File: src/rtl/sync_fifo_thresh_if.sv
// Producer/consumer bundle for sync_fifo_thresh: write side, read side and status.
// The FIFO takes the slave view; whatever feeds and drains it takes the master view.
interface sync_fifo_thresh_if #(
   parameter int width   = 8,
   parameter int p_width = 4
);
   logic               flush;
   logic [width-1:0]   wr_data;
   logic               w_inc;
   logic               r_inc;
   logic [width-1:0]   rd_data;
   logic               full;
   logic               empty;
   logic               almost_full;
   logic               almost_empty;
   logic [p_width-1:0] count;
   logic               overflow;
   logic               underflow;

   modport master (
      output flush,
      output wr_data,
      output w_inc,
      output r_inc,
      input  rd_data,
      input  full,
      input  empty,
      input  almost_full,
      input  almost_empty,
      input  count,
      input  overflow,
      input  underflow
   );

   modport slave (
      input  flush,
      input  wr_data,
      input  w_inc,
      input  r_inc,
      output rd_data,
      output full,
      output empty,
      output almost_full,
      output almost_empty,
      output count,
      output overflow,
      output underflow
   );
endinterface

File: src/rtl/sync_fifo_thresh.sv
// Single-clock FIFO with occupancy count, programmable almost-full/almost-empty thresholds,
// synchronous flush, overflow/underflow pulses and a registered or fall-through read port.
module sync_fifo_thresh #(
   parameter int width    = 8,
   parameter int p_width  = 4,
   parameter int AF_LEVEL = 6,
   parameter int AE_LEVEL = 2,
   parameter int FWFT     = 0
) (
   input logic               clk,
   input logic               rst_n,
   sync_fifo_thresh_if.slave fifo
);
   localparam int A_W   = p_width - 1;
   localparam int DEPTH = 1 << A_W;

   localparam logic [p_width-1:0] DEPTH_CNT = p_width'(DEPTH);
   localparam logic [p_width-1:0] AF_CNT    = p_width'(AF_LEVEL);
   localparam logic [p_width-1:0] AE_CNT    = p_width'(AE_LEVEL);

   generate
      if (AF_LEVEL < 1 || AF_LEVEL > DEPTH) begin : g_bad_af
         $error("sync_fifo_thresh: AF_LEVEL must lie in 1..DEPTH");
      end
      if (AE_LEVEL < 0 || AE_LEVEL > DEPTH - 1) begin : g_bad_ae
         $error("sync_fifo_thresh: AE_LEVEL must lie in 0..DEPTH-1");
      end
   endgenerate

   logic [width-1:0]   mem [DEPTH];
   logic [p_width-1:0] wptr;
   logic [p_width-1:0] rptr;
   logic [p_width-1:0] count_q;
   logic [p_width-1:0] count_next;
   logic               full_q;
   logic               empty_q;
   logic               af_q;
   logic               ae_q;
   logic               ovf_q;
   logic               udf_q;
   logic               wr_ok;
   logic               rd_ok;
   logic [A_W-1:0]     waddr;
   logic [A_W-1:0]     raddr;

   // Acceptance looks only at this cycle's flags, so a read never makes room for a
   // same-cycle write and a write never feeds a same-cycle read.
   assign wr_ok = fifo.w_inc & ~full_q  & ~fifo.flush;
   assign rd_ok = fifo.r_inc & ~empty_q & ~fifo.flush;
   assign waddr = wptr[A_W-1:0];
   assign raddr = rptr[A_W-1:0];

   always_comb begin
      count_next = count_q;
      if (fifo.flush) begin
         count_next = '0;
      end else begin
         count_next = count_q + p_width'(wr_ok) - p_width'(rd_ok);
      end
   end

   // Binary pointers carry one extra wrap bit beyond the address.
   always_ff @(posedge clk or negedge rst_n) begin
      if (!rst_n) begin
         wptr <= '0;
         rptr <= '0;
      end else if (fifo.flush) begin
         wptr <= '0;
         rptr <= '0;
      end else begin
         if (wr_ok) begin
            wptr <= wptr + p_width'(1);
         end
         if (rd_ok) begin
            rptr <= rptr + p_width'(1);
         end
      end
   end

   // Status flags are derived from the next count so they move on the same edge as count.
   always_ff @(posedge clk or negedge rst_n) begin
      if (!rst_n) begin
         count_q <= '0;
         full_q  <= 1'b0;
         empty_q <= 1'b1;
         af_q    <= 1'b0;
         ae_q    <= 1'b1;
         ovf_q   <= 1'b0;
         udf_q   <= 1'b0;
      end else begin
         count_q <= count_next;
         full_q  <= (count_next == DEPTH_CNT);
         empty_q <= (count_next == '0);
         af_q    <= (count_next >= AF_CNT);
         ae_q    <= (count_next <= AE_CNT);
         ovf_q   <= fifo.w_inc & full_q  & ~fifo.flush;
         udf_q   <= fifo.r_inc & empty_q & ~fifo.flush;
      end
   end

   always_ff @(posedge clk) begin
      if (wr_ok) begin
         mem[waddr] <= fifo.wr_data;
      end
   end

   generate
      if (FWFT != 0) begin : g_fwft
         assign fifo.rd_data = mem[raddr];
      end else begin : g_reg
         logic [width-1:0] rd_data_q;

         // Holds its last value through empty and flush; only an accepted read reloads it.
         always_ff @(posedge clk or negedge rst_n) begin
            if (!rst_n) begin
               rd_data_q <= '0;
            end else if (rd_ok) begin
               rd_data_q <= mem[raddr];
            end
         end

         assign fifo.rd_data = rd_data_q;
      end
   endgenerate

   assign fifo.count        = count_q;
   assign fifo.full         = full_q;
   assign fifo.empty        = empty_q;
   assign fifo.almost_full  = af_q;
   assign fifo.almost_empty = ae_q;
   assign fifo.overflow     = ovf_q;
   assign fifo.underflow    = udf_q;
endmodule

File: src/flat_wrapper.sv
// flat-port wrapper written by rule: the top's interface ports become plain ports
module sync_fifo_thresh_flat 
#(
   parameter int width    = 8,
   parameter int p_width  = 4,
   parameter int AF_LEVEL = 6,
   parameter int AE_LEVEL = 2,
   parameter int FWFT     = 0
)
  (clk, rst_n, fifo_flush, fifo_wr_data, fifo_w_inc, fifo_r_inc, fifo_rd_data, fifo_full, fifo_empty, fifo_almost_full, fifo_almost_empty, fifo_count, fifo_overflow, fifo_underflow);
  sync_fifo_thresh_if #(.width(width), .p_width(p_width)) fifo_i ();
  input logic clk;
  input logic rst_n;
  input wire logic [$bits(fifo_i.flush)-1:0] fifo_flush;
  input wire logic [$bits(fifo_i.wr_data)-1:0] fifo_wr_data;
  input wire logic [$bits(fifo_i.w_inc)-1:0] fifo_w_inc;
  input wire logic [$bits(fifo_i.r_inc)-1:0] fifo_r_inc;
  output wire logic [$bits(fifo_i.rd_data)-1:0] fifo_rd_data;
  output wire logic [$bits(fifo_i.full)-1:0] fifo_full;
  output wire logic [$bits(fifo_i.empty)-1:0] fifo_empty;
  output wire logic [$bits(fifo_i.almost_full)-1:0] fifo_almost_full;
  output wire logic [$bits(fifo_i.almost_empty)-1:0] fifo_almost_empty;
  output wire logic [$bits(fifo_i.count)-1:0] fifo_count;
  output wire logic [$bits(fifo_i.overflow)-1:0] fifo_overflow;
  output wire logic [$bits(fifo_i.underflow)-1:0] fifo_underflow;
  assign fifo_i.flush = fifo_flush;
  assign fifo_i.wr_data = fifo_wr_data;
  assign fifo_i.w_inc = fifo_w_inc;
  assign fifo_i.r_inc = fifo_r_inc;
  assign fifo_rd_data = fifo_i.rd_data;
  assign fifo_full = fifo_i.full;
  assign fifo_empty = fifo_i.empty;
  assign fifo_almost_full = fifo_i.almost_full;
  assign fifo_almost_empty = fifo_i.almost_empty;
  assign fifo_count = fifo_i.count;
  assign fifo_overflow = fifo_i.overflow;
  assign fifo_underflow = fifo_i.underflow;
  sync_fifo_thresh #(.width(width), .p_width(p_width), .AF_LEVEL(AF_LEVEL), .AE_LEVEL(AE_LEVEL), .FWFT(FWFT)) u_core (.clk(clk), .rst_n(rst_n), .fifo(fifo_i));
endmodule
File: config.mk
export PLATFORM = sky130hd
export DESIGN_NAME = sync_fifo_thresh_flat
export DESIGN_NICKNAME = d
export VERILOG_FILES = /design/src/rtl/sync_fifo_thresh_if.sv /design/src/rtl/sync_fifo_thresh.sv /design/src/flat_wrapper.sv
export SDC_FILE = /design/constraint.sdc
export NUM_CORES = 1
export LEC_CHECK = 0
export CORE_MARGIN = 2
export CORE_UTILIZATION = 50
export DETAILED_ROUTE_END_ITERATION = 10
export PLACE_DENSITY = 0.71
export REMOVE_ABC_BUFFERS = 1
export SYNTH_ARGS = -nofsm -noshare
export SYNTH_HDL_FRONTEND = slang
export SYNTH_SLANG_ARGS = --single-unit
File: constraint.sdc
create_clock -name clk -period 4.22 [get_ports clk]
set_clock_uncertainty 0.1 [all_clocks]
set_input_delay 0.422 -clock clk [delete_from_list [all_inputs] [get_ports clk]]
set_output_delay 0.422 -clock clk [all_outputs]
set_load 0.005 [all_outputs]
==> summary.md, run 1 <==
Counting every instance in the synthesized netlist gives 239. After routing the design area is 4170 µm². Root cell of the clock tree: clkbuf_8. Using the TritonRoute via totals, the vias-per-cell ratio works out to 5.17. The worst flop-to-flop path endpoint is u_core.fifo.almost_full. Final weighted congestion of routability-driven global placement: 0.759.

Counting flops with a built-in enable in the synthesized netlist gives 64. Subtracting the final worst setup slack from the clock period gives 3.06 ns. Critical path start-end classification: reg -> reg.

The total count of hold-check failures in the final report is 0. The worst setup path is launched from a flip-flop. The area growth from synthesis to layout came out at 15.7%.

The run gives 0.330 ns as the worst hold-check slack. The via count of the first global-routing pass is 1,927, and the vertical die dimension is 88.9 µm. Setup repair after global routing left no endpoint under its margin.

For this block, the initial DRC count from the detailed router was 144. Sequential cells were found to cover 70.1% of the synthesized design area. The die outline area is 7900 µm², and the remaining antenna violation count is 0. In this run the cell area measured after placement is 3970 µm².

The run finished with clean final reports. Arrival time at the worst endpoint: 3.18 ns. The worst pin sits at a relative slew slack of 29.7%. The tools report the critical path capture point type as a flip-flop.

Worst-case register-to-register setup slack: 1.16 ns. For the final layout net count, the log shows 295. Once the floorplan was initialized, standard cells occupied 52.5% of the core. TritonCTS built the clock tree. Global routing finished with a remaining overflow of 0.

The final-layout fill cell count is 519, and the number of I/O port buffers is 30. During synthesis, Yosys emitted a total of 0 warnings. The average wire per standard cell was 16.9 µm. The wire-length estimate of the detail-placed layout is 4090 µm. The number of levels in the clock H-tree was 3; the count of TritonRoute iterations in the first routing pass was 4. The final critical path takes up 72.4% of the cycle. The tools report the clock latency at the later pin of the worst-skew pair as 0.35 ns. The worst register-to-register path begins at u_core.fifo.empty. The detailed router placed 1,945 vias in this run. In this run the worst hold path is classified as in -> async. The number of max-cap violations is 0, and the pin slew with the least headroom to its limit is 1.05 ns. The final count of pins violating max slew was 0; the data required time of the worst path was 4.35 ns.

Once the clock tree was built, the resizer swapped 0 gates to a different size. The largest net degree at the start of global routing came out at 25. The biggest fanout along the worst timing path was 9; the total length of routed wires was 6340 µm. The tools report the highest clock frequency the design can meet as 327 MHz. The core region is 6870 µm². The initial antenna violation count is 0. Hold repair after CTS inserted 0 buffers. The most used flip-flop cell after synthesis is edfxtp_1.

Clock tree synthesis found a total of 88 sinks. The cell area power density was 551 nW/µm²; the synthesized area per cell was 15.1 µm². Cells with a size suffix above 1 make up 9.29% of the layout. The post-synthesis register bit count came out at 88. For this design the static power due to leakage is 1.51 nW.

The horizontal die dimension works out to 88.9 µm. In this run the count of I/O pins placed on the die edge is 31. For this run, design rule violations remaining after detail routing come to 0. The summed instance area of the synthesized netlist came out at 3600 µm². The worst-case IR drop observed on VDD is 0.288 mV.

The final number of setup-violating endpoints is 0. Clock-pin slew was measured on the worst setup and hold paths at 0.09 ns. The repair_antennas step left the layout with diodes totalling 0.

Cells fill 60.7% of the core in the end. Summed over all failing endpoints, the final setup total negative slack is 0 ns. The share of synthesized flip-flops with an asynchronous set or reset is 27.3%, and the all-layer global routing usage is 17.9%. The first global-routing pass estimated 10000 µm of wire. The longest clock path from root to sink contains 2 buffers. Buffers inserted during clock tree synthesis total 9. For the number of library cell types mapped by synthesis, the log shows 32. Buffers added to address setup during post-CTS repair amount to 0.

For the worst flop-to-flop path, the logic depth is 10. The run gives 30 as the floorplan row count.
## where the power goes
group          switching, W  total (W)  internal [W]  leakage (nW)
clock network      0.000288   0.000565      0.000276        0.0943
registers         0.0000889    0.00113       0.00104         0.887
logic              0.000273   0.000600      0.000327         0.526
## area by class of cell
type                       instances  area [µm²]  share of cell area, %
clock inverter                     6        67.6                   1.62
multi-input combinational        135         967                   23.2
inverter                           6        22.5                  0.540
timing repair buffer              35         338                   8.11
sequential                        88        2520                   60.6
clock buffer                      10         128                   3.06
tap                               96         120                   2.88
## metrics by stage
step	worst slack, ns	cells	power [W]
finish	1.16	376	0.00230
CTS	1.16	376	0.00232
global route	0.924	376	0.00243
detailed placement	0.879	360	0.00175
global placement	0.941	360	0.00174
floorplan	1.54	229	0.00149
## layer usage
layer  vias up  global-route usage, %  wire length (µm)
met5         -                      0                 0
met4         0                   6.61                91
met3         9                   3.60               365
met2        48                   28.9              3120
met1       947                   24.4              2770
li1        941                      -                 -
## cell usage after synthesis (3+ instances only)
cell	instances	share of area, %
nor2_1	19	2.0
ha_1	6	2.1
nand2_1	23	2.4
nor2b_1	4	0.69
nand3_1	8	1.1
nor3_1	3	0.42
xor2_1	4	0.97
inv_1	5	0.52
nand2b_1	4	0.69
buf_2	3	0.42
edfxtp_1	64	53
a22oi_1	16	3.3
mux2i_1	34	9.4
dfrtp_1	22	15
## how the worst max path moves through the flow
| stage | cells past startpoint | from | end |
|---|---|---|---|
| global route | 10 | u_core.fifo.empty | u_core.fifo.full |
| finish | 10 | u_core.fifo.empty | u_core.fifo.almost_full |
| CTS | 10 | u_core.fifo.empty | u_core.fifo.almost_full |
| floorplan | 10 | u_core.fifo.empty | u_core.fifo.almost_full |
| detailed placement | 11 | fifo_r_inc | u_core.fifo.almost_full |
| global placement | 11 | fifo_r_inc | u_core.fifo.almost_full |
## critical path, cell delays in order (launching register included)
cell and delay (ns):
dfstp_2 0.55, and2b_1 0.23, nand2b_1 0.33, inv_2 0.20, ha_1 0.31, inv_1 0.04, ha_1 0.22, fa_1 0.38
xnor2_1 0.35, nand2b_1 0.16, a21oi_1 0.07
## layout by cell type (no fill, tap or decap), drive strengths merged
cell / n
nor2b: 4
clkdlybuf4s50: 30
nor3: 3
dfstp: 2
clkinv: 2
nand2: 23
xor2: 4
a21o: 1
dfrtp: 22
a22oi: 16
nand2b: 5
a21oi: 2
or3: 1
buf: 5
nand3: 8
fa: 1
edfxtp: 64
ha: 6
mux2i: 34
and2b: 1
nor2: 19
clkinvlp: 2
nand3b: 1
clkbuf: 10
a31o: 2
inv: 7
bufinv: 1
and2: 1
xnor2: 3
## cell families (layout without fill, tap and decap cells)
group	after synthesis	after routing	share of synthesized area [%]
DFF	88	88	70.1
and+or+nand+nor	66	66	8.44
muxes	34	34	9.44
AOI/OAI and AO/OA	21	21	4.41
buffers and inverters	16	57	3.09
adders and majority gates	7	7	2.64
xor gates and xnor gates	7	7	1.91
## state kept, by name (all words and copies together) (netlist names), 3 cells and up
signal and count:
u_core.wptr 3, u_core.mem 64, u_core.fifo.rd_data 8, u_core.rptr 3, u_core.fifo.count 4
Note: power is estimated with default switching activity, not from simulation.
==> inputs of run 2 (changes only) <==
- PLACE_DENSITY: 0.71 -> 0.73
- clock period: 4.22 -> 2.46 ns (I/O delays scaled with it)
==> summary.md, run 2 (synthesis gave the netlist of run 1 again) <==
TritonCTS built the clock tree. The run gives 31 (unchanged) as the I/O pin count. The tools report the largest vdd supply drop as 0.427 mV (+48%). In the layout the commonest cells are edfxtp_1 (64), mux2i_1 (34), clkdlybuf4s50_1 (30).

The final number of setup-violating endpoints was 0 (unchanged). The logs give 0 ns (unchanged) for the final sum of negative setup slack and 17.8% (-0.10 points) for the all-layer global routing usage. Number of CTS-inserted buffers: 9 (unchanged).

The run gives 374 (+3.9%) as the post-placement cell count. The count of non-filler cells in the finished layout came out at 392 (+4.3%). The worst-case register-to-register setup slack came out at 0.04 ns (-1.13 ns).

Global-route wire length before repair: 9970 µm (-0.28%). The final-layout fill cell count came out at 503 (-3.1%). Leaving out fill and tap cells, the most frequent cell in the layout is edfxtp_1. The number of max-cap violations was 0 (unchanged); the biggest fanout along the worst timing path was 4 (-5). The fraction of power consumed by sequential logic is 44.1% (-5.2 points).

Area inside the core boundary: 6870 µm² (unchanged). The period utilization came out at 98.5% (+26 points). Traced cell by cell, the critical path runs through and2b_1 -> nand2b_1 -> inv_2 -> ha_4 -> inv_2 -> ha_4 -> fa_2 -> xnor2_2 -> buf_4 -> a31o_1. The total net switching power is 0.00121 W (+86%), and the initial antenna violation count is 0 (unchanged).

The run gives 2,010 (+3.3%) as the via count. Setup repair after global routing could not meet its margin everywhere. The run gives 0.00306 W (+86%) as the total internal power. Number of antenna cells inserted: 0 (unchanged). STA classifies the critical path endpoint as a flip-flop. The number of I/O port buffers was 30 (unchanged); the via count of the first global-routing pass was 1,954 (+1.4%).

The minimum period implied by the final worst setup slack works out to 2.42 ns (-0.633 ns). The slowest stage of the critical path is the dfstp_2 cell. The run gives 2.62 ns (-0.56 ns) as the arrival time at the worst endpoint.

The flow ran to the end, and the final reports show no timing, DRC or antenna violations. The post-route standard cell area excluding fillers was 4370 µm² (+4.7%); the initial core utilization was 52.5% (unchanged). The startpoint kind of the worst setup timing path is a flip-flop.

The horizontal die dimension is 88.9 µm (unchanged), and the via density per instance is 5.13 (-0.88%). The pin slew with the least headroom to its limit came out at 0.702 ns (-0.352 ns). For the clock latency at the later pin of the worst-skew pair, the log shows 0.36 ns (about the same).

The instance area at placement was 4080 µm² (+2.6%). The number of remaining DRC errors was 0 (unchanged). The highest cell delay on the worst timing path was 0.53 ns (-0.02 ns); the headroom to the max-slew limit was 53.0% (+23 points). The run gives 88 (unchanged) as the CTS sink count. The run gives 413 MHz (+26%) as the highest clock frequency the design can meet. Largest net degree at the start of global routing: 35 (+40%). The average wire per standard cell is 16.9 µm (+0.23%), and the count of TritonRoute iterations in the first routing pass is 4 (unchanged).

The floorplan row count is 30 (unchanged), and the remaining antenna violation count is 0 (unchanged). In this design, the largest share of critical-path delay is due to adder cells. The utilization after layout was 63.6% (+2.9 points). The clock network fraction of design power came out at 26.0% (+1.4 points). The critical path is of the reg -> reg type.

More flip-flops sit in one register than any other, and that register is u_core.mem. The worst-case clock buffer depth is 2 (unchanged), and the static leakage power is 1.61 nW (+6.6%). The initial detailed-routing violation count was 91 (-37%).

The tools report the final weighted congestion of routability-driven global placement as 0.768 (+1.2%). The final layout net count was 311 (+5.4%); the share of layout cells above drive strength 1 was 16.9% (+7.6 points). The path type of the worst min-delay path was in -> async.

The run gives 0 (unchanged) as the total count of hold-check failures in the final report. The detailed-placement wirelength estimate is 4020 µm (-1.7%), and the number of flip-flops in the largest register is 64 (unchanged). The final count of pins violating max slew was 0 (unchanged); the number of buffer and inverter stages on the critical path was 3 (+1). The logs give 29.9% (+3.8 points) for the share of power burned in combinational logic and 0 (unchanged) for the number of buffers inserted for hold repair after clock tree synthesis.

The die outline area is 7900 µm² (unchanged), and the switching power as a share of total power is 28.3% (+0.049 points). The cell area power density was 979 nW/µm² (+78%). CTS placed an instance of clkbuf_8 at the clock tree root. The vertical die dimension is 88.9 µm (unchanged). The number of levels in the clock H-tree came out at 3 (unchanged). Data required time of the worst path: 2.66 ns (-1.69 ns).

The area growth from synthesis to layout is 21.1%, and the clock transition at the register clock pins on the worst setup and hold paths after CTS is 0.09 ns (about the same). The global-route congestion overflow total is 0 (unchanged), and the total length of routed wires is 6630 µm (+4.5%).
-- run 2: routing by layer --
metal | vias up | GRT usage, % | routed length, µm | part of all wire, %
li1 | 977 | - | - | -
met1 | 982 | 22.4 | 2880 | 43
met2 | 39 | 29.8 | 3340 | 50
met3 | 12 | 3.51 | 263 | 4.0
met4 | 0 | 8.54 | 145 | 2.2
met5 | - | 0 | 0 | 0
-- run 2: power groups by stage --
stage | registers, W | clock network [W] | logic [W]
after floorplan | 0.00198 | 0 | 0.000586
after global placement | 0.00191 | 0 | 0.00113
after detailed placement | 0.00192 | 0 | 0.00116
after CTS | 0.00189 | 0.00113 | 0.00120
after global routing | 0.00191 | 0.00119 | 0.00140
final | 0.00189 | 0.00111 | 0.00128
-- run 2: path summary, 6_finish.rpt --
kind	depth (start not counted)	end	start
worst max-delay path	10	u_core.fifo.almost_empty	u_core.fifo.empty
worst min-delay path	2	u_core.fifo.count[1]	rst_n
worst max register to register	10	u_core.fifo.almost_empty	u_core.fifo.empty
worst min register to register	2	u_core.fifo.rd_data[5]	u_core.fifo.rd_data[5]
max in group asynchronous	2	u_core.fifo.empty	rst_n
min in group clk	3	u_core.fifo.underflow	fifo_r_inc
-- run 2: cell type report --
type | instances | area, µm² | share of cell area (%)
timing repair buffer | 51 | 458 | 10.5
tap | 96 | 120 | 2.75
clock buffer | 9 | 124 | 2.84
sequential | 88 | 2520 | 57.8
clock inverter | 7 | 101 | 2.32
inverter | 6 | 22.5 | 0.516
multi-input combinational | 135 | 1010 | 23.2
-- run 2: worst reg2reg max path, stage by stage, from the launching register on --
cell and delay [ns]:
dfstp_2 0.53, and2b_1 0.20, nand2b_1 0.12, inv_2 0.06
ha_4 0.25, inv_2 0.04, ha_4 0.16, fa_2 0.38
xnor2_2 0.17, buf_4 0.15, a31o_1 0.21
-- run 2: per-stage QoR --
step                worst slack, ns  hold slack (ns)  power [W]
finish                       0.0369            0.147    0.00428
global route                -0.0357            0.161    0.00449
CTS                          0.0426            0.149    0.00421
detailed placement           -0.184            0.364    0.00308
global placement             -0.143            0.360    0.00305
floorplan                    -0.216           -0.150    0.00256
-- run 2: what timing repair did --
item                                    CTS  global route
pin swaps                                 1             4
hold endpoints to repair                  0             0
buffers inserted                          0             2
endpoints found under the setup margin    5             4
gates resized for setup                   3             6
==> inputs of run 3 (changes only) <==
- CORE_UTILIZATION: 50 -> 51
- PLACE_DENSITY: 0.73 -> 0.75
- REMOVE_ABC_BUFFERS: 1 -> not set
- SKIP_CTS_REPAIR_TIMING: not set -> 1
==> summary.md, run 3 (synthesis gave the netlist of run 1 again) <==
The number of max-cap violations came out at 0 (unchanged). The library cells used most frequently in the layout, excluding fill and tap cells, are edfxtp_1 (64), mux2i_1 (34), clkdlybuf4s50_1 (30). The logs give 2.52 ns (-0.10 ns) for the arrival time at the worst endpoint and 4 (unchanged) for the count of TritonRoute iterations in the first routing pass.

The via count of the first global-routing pass is 2,043 (+4.6%). The final count of pins violating max slew came out at 0 (unchanged). The detailed-placement wirelength estimate came out at 4150 µm (+3.2%). The vertical die dimension is 88.1 µm (-0.94%), and the average wire per standard cell is 17.5 µm (+3.3%). The run gives 0 (unchanged) as the number of antenna cells inserted. The logs give 3 (unchanged) for the number of levels in the clock H-tree and 0.35 ns (about the same) for the clock latency at the later pin of the worst-skew pair.

The logs give 10,400 µm (+4.0%) for the global-route wire length before repair and 2 (unchanged) for the worst-case clock buffer depth. TritonCTS built the clock tree. The run gives 9 (unchanged) as the number of CTS-inserted buffers. The number of flip-flops in the largest register was 64 (unchanged). The worst hold-check slack is 0.145 ns (-0.00192 ns). The cell area power density was 953 nW/µm² (-2.7%); the area growth from synthesis to layout was 20.1%. The tools report the highest clock frequency the design can meet as 419 MHz (+1.6%).

For the floorplan row count, the log shows 30 (unchanged). The commonest non-fill, non-tap cell in the layout is edfxtp_1. The final layout net count is 305 (-1.9%), and the initial antenna violation count is 0 (unchanged). For the number of remaining DRC errors, the log shows 0 (unchanged). The clock transition at the register clock pins on the worst setup and hold paths after CTS was 0.11 ns (+0.02 ns); the initial core utilization was 52.7% (+0.29 points). The final number of setup-violating endpoints was 0 (unchanged). The utilization after layout was 63.3% (-0.22 points); the total power consumption of the routed design was 0.00412 W (-3.6%).

The net count after synthesis is 259. The I/O pin count is 31 (unchanged). The final weighted congestion of routability-driven global placement is 0.737 (-4.0%). The static leakage power was 1.59 nW (-1.3%).

The horizontal die dimension came out at 88.1 µm (-0.94%). The total length of routed wires is 6740 µm (+1.7%). The root cell of the clock tree was clkbuf_8.

The CTS sink count was 88 (unchanged). The share of layout cells above drive strength 1 is 16.6% (-0.34 points), and the via count is 2,028 (+0.90%). The minimum period implied by the final worst setup slack is 2.38 ns (-0.0389 ns). The area inside the core boundary is 6830 µm² (-0.55%), and the largest net degree at the start of global routing is 35 (unchanged). The total count of hold-check failures in the final report is 0 (unchanged).

The largest vdd supply drop came out at 0.462 mV (+8.1%). The critical path in this run is classified as reg -> reg. The run finished with clean final reports. The tools report the remaining antenna violation count as 0 (unchanged). The top register by number of flip-flops is u_core.mem.

All-layer global routing usage: 18.8% (+1.0 points). STA classifies the critical path endpoint as a flip-flop. In this run the worst hold path is classified as in -> async. The tools report the die outline area as 7750 µm² (-1.9%).

The global-route congestion overflow total was 0 (unchanged). The period utilization came out at 96.9% (-1.6 points). The number of I/O port buffers came out at 30 (unchanged). Setup repair after global routing left no endpoint under its margin. The tools report the data required time of the worst path as 2.60 ns (-0.06 ns). The biggest fanout along the worst timing path was 5 (+1); the pin slew with the least headroom to its limit was 0.874 ns (+0.172 ns).

The via density per instance came out at 5.25 (+2.5%). The initial detailed-routing violation count came out at 178 (+96%). The headroom to the max-slew limit came out at 41.6% (-11 points). STA classifies the critical path startpoint as a flip-flop.
[run 3: worst paths after layout]
| path | startpoint | to | slack, ns | cells after the start |
|---|---|---|---|---|
| worst max-delay path | u_core.fifo.empty | u_core.fifo.almost_full | 0.08 | 10 |
| worst min-delay path | rst_n | u_core.fifo.rd_data[1] | 0.15 | 2 |
| worst max register to register | u_core.fifo.empty | u_core.fifo.almost_full | 0.08 | 10 |
| worst min register to register | u_core.fifo.rd_data[2] | u_core.fifo.rd_data[2] | 0.38 | 2 |
| max in group asynchronous | rst_n | u_core.fifo.almost_empty | 1.82 | 2 |
| min in group clk | fifo_r_inc | u_core.fifo.underflow | 0.35 | 3 |
[run 3: where the power goes]
group	switching, W	internal, W	total [W]	leakage (nW)
Combinational	0.000588	0.000657	0.00125	0.595
Clock	0.000575	0.000408	0.000983	0.103
Sequential	0.000104	0.00179	0.00189	0.887
Total	0.00127	0.00286	0.00412	1.59
[run 3: layout make-up]
| class | instances | area, µm² |
|---|---|---|
| timing repair buffer | 45 | 413 |
| fill | 559 | 2500 |
| tap | 96 | 120 |
| clock buffer | 9 | 124 |
| inverter | 6 | 27.5 |
| clock inverter | 7 | 76.3 |
| multi-input combinational | 135 | 1040 |
| sequential | 88 | 2520 |
[run 3: through the flow]
stage                     instance area, µm²  std cells  setup TNS, ns  worst slack (ns)
after CTS                               4280        386        -0.0255           -0.0255
after global placement                  4080        370         -0.214           -0.0814
final                                   4330        386              0            0.0758
after floorplan                         3640        239              0          0.000513
after global routing                    4330        386              0           0.00381
after detailed placement                4080        370         -0.361            -0.140
[run 3: critical path, stage by stage (launching register included)]
cell	delay, ns
dfstp_2	0.55
and2b_2	0.24
nand2b_4	0.09
inv_6	0.03
ha_4	0.25
inv_2	0.04
ha_4	0.15
fa_2	0.38
xnor2_4	0.23
nand2b_4	0.16
a21oi_2	0.05
[run 3: layer usage]
metal	GRT usage (%)	vias up	part of all wire, %
met5	0	-	0
met1	25.3	1010	43
met3	4.05	9	5.0
met4	6.47	0	1.0
li1	-	964	-
met2	30.7	45	51
